$ cat src/rtl/hash160_byte_loader.sv
// hash160_byte_loader
//   Byte-serial front end of the Hash160 datapath. Waits for START_BYTE on
//   the input stream, shifts the following NUM_BYTES bytes into a block
//   register and offers that block downstream with a valid/ready handshake.
//
// Ports
//   clk            rising-edge clock
//   rst            asynchronous active-high reset
//   i_text         byte stream, sampled every edge
//   o_block        assembled block, first byte in the top bits
//   o_block_valid  a complete block is held
//   i_block_ready  downstream takes the block when valid & ready at an edge
//   o_busy         state is COLLECT or HOLD
//   o_drop         one-cycle pulse: a frame start was lost while holding
module hash160_byte_loader #(
  parameter logic [7:0] START_BYTE = 8'hAA,
  parameter int         NUM_BYTES  = 64
) (
  input  logic                   clk,
  input  logic                   rst,
  input  logic [7:0]             i_text,
  output logic [NUM_BYTES*8-1:0] o_block,
  output logic                   o_block_valid,
  input  logic                   i_block_ready,
  output logic                   o_busy,
  output logic                   o_drop
);

  localparam int CW = $clog2(NUM_BYTES);
  localparam logic [CW-1:0] LAST = CW'(NUM_BYTES - 1);

  typedef enum logic [1:0] {
    S_IDLE    = 2'd0,
    S_COLLECT = 2'd1,
    S_HOLD    = 2'd2
  } state_t;

  state_t                 r_state;
  logic [CW-1:0]          r_cnt;
  logic [NUM_BYTES*8-1:0] r_block;
  logic                   r_valid;
  logic                   r_busy;
  logic                   r_drop;

  logic w_start;
  assign w_start = (i_text == START_BYTE);

  always_ff @(posedge clk or posedge rst) begin
    if (rst) begin
      r_state <= S_IDLE;
      r_cnt   <= '0;
      r_block <= '0;
      r_valid <= 1'b0;
      r_busy  <= 1'b0;
      r_drop  <= 1'b0;
    end else begin
      r_drop <= 1'b0;
      case (r_state)
        S_IDLE: begin
          if (w_start) begin
            r_state <= S_COLLECT;
            r_cnt   <= '0;
            r_busy  <= 1'b1;
          end
        end
        S_COLLECT: begin
          // Every byte in the frame is data, including START_BYTE values.
          r_block <= {r_block[NUM_BYTES*8-9:0], i_text};
          r_cnt   <= r_cnt + 1'b1;
          if (r_cnt == LAST) begin
            r_state <= S_HOLD;
            r_valid <= 1'b1;
          end
        end
        S_HOLD: begin
          if (i_block_ready) begin
            r_valid <= 1'b0;
            // A marker on the handshake edge opens the next frame directly.
            if (w_start) begin
              r_state <= S_COLLECT;
              r_cnt   <= '0;
            end else begin
              r_state <= S_IDLE;
              r_busy  <= 1'b0;
            end
          end else if (w_start) begin
            // No room for a new frame: flag it and keep holding.
            r_drop <= 1'b1;
          end
        end
        default: begin
          r_state <= S_IDLE;
          r_busy  <= 1'b0;
          r_valid <= 1'b0;
        end
      endcase
    end
  end

  assign o_block       = r_block;
  assign o_block_valid = r_valid;
  assign o_busy        = r_busy;
  assign o_drop        = r_drop;

endmodule
$ cat config.mk
export PLATFORM = sky130hd
export DESIGN_NAME = hash160_byte_loader
export DESIGN_NICKNAME = d
export VERILOG_FILES = /design/src/rtl/hash160_byte_loader.sv
export SDC_FILE = /design/constraint.sdc
export NUM_CORES = 1
export LEC_CHECK = 0
export CAP_MARGIN = 10
export CELL_PAD_IN_SITES_DETAIL_PLACEMENT = 1
export CELL_PAD_IN_SITES_GLOBAL_PLACEMENT = 1
export CORE_MARGIN = 10
export CORE_UTILIZATION = 30
export DETAILED_ROUTE_END_ITERATION = 10
export PLACE_DENSITY = 0.77
export SLEW_MARGIN = 20
export SYNTH_ARGS = -nofsm -noshare
export SYNTH_HDL_FRONTEND = slang
export SYNTH_SLANG_ARGS = --single-unit
$ cat constraint.sdc
create_clock -name clk -period 23.9 [get_ports clk]
set_input_delay 3.585 -clock clk [delete_from_list [all_inputs] [get_ports clk]]
set_output_delay 3.585 -clock clk [all_outputs]
set_load 0.03 [all_outputs]
==> impl_results.md, run 1 <==
* Largest net degree at the start of global routing at around 220
* Multi-input logic area at between 6000 and 7000 sq um
* YS warnings at 0
* HP Class: flip-flop to flip-flop
* Synth Cell Area at just under 20000 sq um
* Layout area overhead at 39.8%
* Fin Hold WS at 0.475 ns
* DP Wirelength at between 40 and 50 mm
* DRC errors left at 0
* Sink Count at 523
* Slowest CP cell: buf_4
* Die W at roughly 280 um
* CTS tree: done
* Final setup fails at 0
* Final worst-path cycle share at between 20% and 30%
* Layout Nets at between 2000 and 3000
* Initial antenna violation count at 1
* Mapped Cells at between 2000 and 2500
* Critical path's top delay family: buffers and inverters
* Die H at ~280 um
* Die outline area at 76300 sq um
* Final weighted congestion in routability-driven placement at just over 0.8
* RSZ-0062 raised after global routing: no
* First-pass DRT Iterations at 4
* Status: completed
* Peak supply drop at about 0.067 mV
* Fmax at about 170 MHz
* Worst path bufs/invs at 4
* DR iter-0 viols at 1113
* Clock transition at the registers of the reported paths at roughly 0.06 ns
* CTS resizes at 0
* Gr usage total at around 18%
* Most Frequent Cell on Critical Path: buf_4
* Arrival @ worst endpoint at about 6.6 ns
* Proportion of layout cells with a drive suffix above 1 at under 10%
* Final hold violation count at 0
* Gr ovfl total at 0
* Avg Synthesized Cell Area at a little under 9 sq um
* Number of buffers added for setup after CTS at 0
* Setup slack, reg-to-reg at between 20 and 25 ns
* Antenna cells at 0
* Final Power at around 2.4 mW
* First-pass GRT wire length at roughly 110 mm
* Avg Vias per Cell at between 4 and 5
* Fillers at 7468
* Worst Skew at about 0.035 ns
* Leakage at roughly 14 nW
* Worst setup EP type: async pin
* Worst Max-Slew Pin Slew at between 1 and 1.5 ns
* Startpoint type of the worst setup path: input port
* Synth Register Bits at approximately 520
* Starting Density at a little under a third
* IO Port Bufs at around 530
* Seq/Total Area, Yosys at roughly two thirds
* Minimum clock period at 5.99 ns
* Yosys top cell area share at between 60 and 70%
* MaxCap Viol Count at 0
* Synth area leader: dfrtp_1
* H-tree levels at 2
* CP Data Required Time at between 20 and 25 ns
* Setup total negative slack at 0 ns
* DR WL/cell at 19.7 um
* Final Util at roughly 43%
* Power Density at ~86 nW/um^2
* IO Pins at ~530
* Vias at approximately 17000
* Clock root buffer master: clkbuf_16
* Slew HR at between 10% and 20%
* Site Rows at 93
* Critical path class: input port to async pin
* Crit-path max cell delay at around 0.88 ns
* Inserted Clock Buffers at 58
* Synthesized net count at ~2200
* Reg area at 13100 sq um
* Hold-fix buffers at CTS at 0
* Max-slew violations at 0
* Post-DRT Antenna Nets at 0
* Critical path peak fanout at 124
* Clock buffer depth at 3
* CORE AREA at ~65000 sq um
* Critical path cell sequence: clkdlybuf4s50_1, inv_8, buf_4, buf_4
* Vias in the first global route at 18000
* Setup WS post-layout at 17.91 ns
* Pre-CTS WS at 17.07 ns
* Clock latency at the later pin of the worst-skew pair at around 0.63 ns
* Synth area leaders: dfrtp_1 66%, nand2_1 29%, buf_2 2.6%, clkbuf_1 0.17%, a22o_1 0.13%
* Post-synth cell types at 26
* DRT Wirelength at a little over 70 mm
==> final cells by class <==
cell class                 count  area share (%)
clock buffer                  93            6.41
clock inverter                12           0.595
inverter                       3          0.0682
multi-input combinational   1577            21.9
sequential                   523            47.5
tap                          855            3.89
timing repair buffer         537            19.6
==> tightest hold or removal path, cell delays in order, from the launching register on <==
cell	delay [ns]
dfrtp_1	0.34
nand2_1	0.05
nand2_1	0.05
==> synth_stat cells <==
cell      number
a22oi_1        1
ha_1           1
inv_2          1
nor3_1         1
and3_1         2
xnor2_1        1
a21oi_1        5
a31oi_1        1
and4bb_2       2
nand2_1     1542
nand3_1        2
clkbuf_1       9
nand2b_1       1
a22o_1         3
mux2_2         1
o22ai_1        1
o21ai_0        4
dfrtp_1      523
o21ba_2        1
a211o_1        2
buf_4          2
o21a_1         1
nor2_2         1
nor2_1         4
buf_2        104
inv_1          2
==> state kept, by name (all words and copies together) (netlist names) <==
| name | flops |
|---|---|
| o_block | 512 |
| o_drop | 1 |
| r_cnt | 6 |
| o_busy | 1 |
| o_block_valid | 1 |
| r_state | 2 |
==> stage by stage <==
| step | std cells | cell area (sq um) |
|---|---|---|
| floorplan | 2218 | 19700 |
| global placement | 3495 | 25600 |
| detailed placement | 3495 | 25600 |
| CTS | 3600 | 27500 |
| global route | 3600 | 27500 |
| finish | 3600 | 27500 |
==> routing by layer <==
metal / wire length, um / vias up / global-route usage (%)
met1: 27400 / 8310 / 19.9
met4: 3310 / 2 / 7.85
met5: 7 / - / 0
met3: 5850 / 141 / 6.69
met2: 34200 / 465 / 30.3
li1: - / 7643 / -
==> cell usage in the layout, fill, tap and decap left out, types with 2 or more instances in the layout <==
cell type and count:
a22o_1 3, nor2_1 4, and4bb_2 2, bufinv_16 2, clkinv_16 2, buf_4 7, clkbuf_8 16, clkdlybuf4s50_1 525
and3_1 2, clkbuf_16 59, nand3_1 2, clkinv_2 7, o21ai_0 4, buf_12 3, a21oi_1 5, dfrtp_1 523
a211o_1 2, nand2_1 1542, buf_6 2, clkbuf_1 18
==> kinds of logic after synthesis <==
kind of cell    synth area share [%]
compound gates                 0.642
xor+xnor                      0.0445
fa+ha+maj                     0.0635
buf+inv                         2.95
flops                           66.5
mux                           0.0572
simple gates                    29.8
==> path summary, 6_finish.rpt <==
path | cells after the start | endpoint | start
min in group asynchronous | 2 | o_block[220] | rst
worst min-delay path | 2 | o_block[506] | o_block[506]
worst max-delay path | 4 | o_block[192] | rst
max in group clk | 1 | o_block[224] | o_block[224]
worst min register to register | 2 | o_block[506] | o_block[506]
worst max register to register | 6 | o_block[265] | r_state[0]
==> power breakdown <==
part           total (mW)  internal (mW)  switching [mW]
clock network       0.897          0.526           0.371
registers            1.01          0.950          0.0595
logic               0.461          0.136           0.325
Power figures use the tool's default switching activity.
==> run 2: changes to the inputs <==
--- a/config.mk
+++ b/config.mk
@@ -11,7 +11,7 @@
 export CORE_MARGIN = 10
 export CORE_UTILIZATION = 30
 export DETAILED_ROUTE_END_ITERATION = 10
-export PLACE_DENSITY = 0.77
+export PLACE_DENSITY = 0.79
 export SLEW_MARGIN = 20
 export SYNTH_ARGS = -nofsm -noshare
 export SYNTH_HDL_FRONTEND = slang
==> constraint.sdc (replaced) <==
create_clock -name clk -period 5.15 [get_ports clk]
set_input_delay 0.7725 -clock clk [delete_from_list [all_inputs] [get_ports clk]]
set_output_delay 0.7725 -clock clk [all_outputs]
set_load 0.03 [all_outputs]
==> run 2 against run 1 <==
Clock skew shrank 0.026 ns. Sequential power grew to 4.6 times the previous value. Clock power grew to 4.7 times the previous value. Setup slack lost 15 ns. Critical path depth shrank 3. Core utilization grew 0.31 points. Largest power group unchanged.
==> impl_results.md, run 2 (synthesis results as in run 1) <==
* Clock buffer depth at 3 (unchanged)
* H-tree levels at 2 (unchanged)
* Starting Density at 30.4% (unchanged)
* Final hold violation count at 0 (unchanged)
* Slew HR at 20.5% (+6.9 points)
* Layout area overhead at 40.8%
* Arrival @ worst endpoint at 1.96 ns (-4.65 ns)
* Vias in the first global route at 18000 (-0.067%)
* Largest net degree at the start of global routing at 218 (-2.2%)
* Sink Count at 523 (unchanged)
* Max-slew violations at 0 (unchanged)
* DR WL/cell at 19.8 um (+0.57%)
* Post-DRT Antenna Nets at 0 (unchanged)
* IO Pins at 526 (unchanged)
* Final worst-path cycle share at 53.0%
* Final setup fails at 0 (unchanged)
* Die outline area at 76300 sq um (unchanged)
* Hold-fix buffers at CTS at 0 (unchanged)
* DRC errors left at 0 (unchanged)
* Fillers at 7431 (-0.50%)
* R2R Path End: o_block[224]
* Clock latency at the later pin of the worst-skew pair at 0.60 ns (-0.03 ns)
* Worst Skew at 0.00872 ns (-0.0264 ns)
* Crit-path max cell delay at 0.76 ns (-0.12 ns)
* Layout Nets at 2726 (+0.52%)
* Slowest CP cell: clkdlybuf4s50_1
* DP Wirelength at 51.2 mm (+2.7%)
* Status: completed
* Site Rows at 93 (unchanged)
* Power Density at 399 nW/um^2 (+360%)
* Gr ovfl total at 0 (unchanged)
* Setup slack, reg-to-reg at 2.77 ns (-18.11 ns)
* Critical path class: flip-flop to primary output
* Inserted Clock Buffers at 57 (-1.7%)
* Worst path bufs/invs at 1 (-3)
* Minimum clock period at around 2.7 ns
* Gr usage total at 18.1% (+0.23 points)
* IO Port Bufs at 525 (unchanged)
* Final weighted congestion in routability-driven placement at 0.837 (+0.63%)
* HP Class: flip-flop to flip-flop
* Die W at 276 um (unchanged)
* CTS resizes at 0 (unchanged)
* Antenna cells at 0 (unchanged)
* Clock root buffer master: clkbuf_16
* Critical path cell sequence: clkdlybuf4s50_1
* Final Util at 42.9% (+0.31 points)
* Final Power at 11.1 mW (+370%)
* First-pass DRT Iterations at 4 (unchanged)
* RSZ-0062 raised after global routing: no
* Peak supply drop at 0.231 mV (+250%)
* Critical path's top delay family: buffers and inverters
* CORE AREA at 64700 sq um (unchanged)
* Leakage at 14.5 nW (+0.76%)
* Clock transition at the registers of the reported paths at 0.06 ns (about the same)
* Commonest non-fill, non-tap cell in the layout: nand2_1
* Initial antenna violation count at 1 (unchanged)
* Fmax at ~370 MHz
* Proportion of layout cells with a drive suffix above 1 at 4.46% (+0.56 points)
* DRT Wirelength at 71.4 mm (+0.88%)
* Worst Hold Endpoint: o_block[506]
* Min-Delay Startpoint: o_block[506]
* Avg Vias per Cell at 4.60 (about the same)
* Hold Path Depth at 2 (unchanged)
* Die H at 276 um (unchanged)
* CTS tree: done
* First-pass GRT wire length at 111 mm (+1.3%)
* Worst Max-Slew Pin Slew at 1.19 ns (-0.103 ns)
* FF-to-FF Start: r_state[0]
* DR iter-0 viols at 1116 (+0.27%)
* Vias at 16600 (+0.21%)
* Commonest cells after routing, fill and taps aside: 1542 x nand2_1, 525 x clkdlybuf4s50_1, 523 x dfrtp_1
* Max reg flops at 512 (unchanged)
* Startpoint type of the worst setup path: flip-flop
* Number of buffers added for setup after CTS at 0 (unchanged)
* Critical path peak fanout at 3 (-98%)
* Fin Hold WS at 0.478 ns (+0.00281 ns)
* MaxCap Viol Count at 0 (unchanged)
* R2R cell count at 5 (-1)
* CP Data Required Time at 4.38 ns (-20.14 ns)
* Worst setup EP type: primary output
==> run 2: cell count changes in the layout (fill, tap and decap cells not counted), moves of 2 or more <==
cell	change
clkbuf_1	-5
buf_4	+9
clkbuf_8	-3
clkinv_16	-2
buf_6	-2
buf_12	+8
inv_16	+2
bufinv_16	+4
clkinv_2	+2
clkbuf_16	-2
==> run 2: metrics by stage <==
step / worst slack [ns] / setup TNS (ns) / instance area (sq um) / cells
6_report: 2.42 / 0 / 27700 / 3611
5_1_grt: 2.36 / 0 / 27700 / 3611
4_1_cts: 2.37 / 0 / 27700 / 3610
3_5_place_dp: 2.43 / 0 / 25800 / 3509
3_3_place_gp: 2.46 / 0 / 25800 / 3509
2_1_floorplan: -2.73 / -1427.10 / 19700 / 2218
==> run 2: worst max-delay path by stage <==
stage               cells after the start  slack (ns)           end         start
finish                                  1        2.42  o_block[214]  o_block[214]
global route                            1        2.36  o_block[214]  o_block[214]
CTS                                     1        2.37  o_block[214]  o_block[214]
detailed placement                      4        2.43  o_block[409]           rst
global placement                        4        2.46  o_block[407]           rst
floorplan                               1       -2.73    o_block[0]           rst
==> run 2: layout make-up <==
cell class / count / area, sq um / area share [%]
sequential: 523 / 13100 / 47.2
tap: 855 / 1070 / 3.86
timing repair buffer: 552 / 5600 / 20.2
multi-input combinational: 1577 / 6040 / 21.8
inverter: 3 / 15.0 / 0.0541
clock buffer: 83 / 1650 / 5.96
clock inverter: 18 / 274 / 0.988
==> run 2: per-layer routing <==
metal / GRT usage [%] / wire (um) / up-vias
met4: 7.42 / 3050 / 2
li1: - / - / 7676
met5: 0 / 20 / -
met3: 6.58 / 5920 / 139
met1: 20.8 / 27900 / 8311
met2: 30.2 / 34400 / 468
==> run 2: tightest hold or removal path: stages (launching register included) <==
cell and delay (ns):
dfrtp_1 0.34, nand2_1 0.05, nand2_1 0.05
==> run 2: report_power, final <==
group / internal, mW / switching (mW)
clock: 2.52 / 1.69
combinational: 0.659 / 1.51
sequential: 4.41 / 0.268
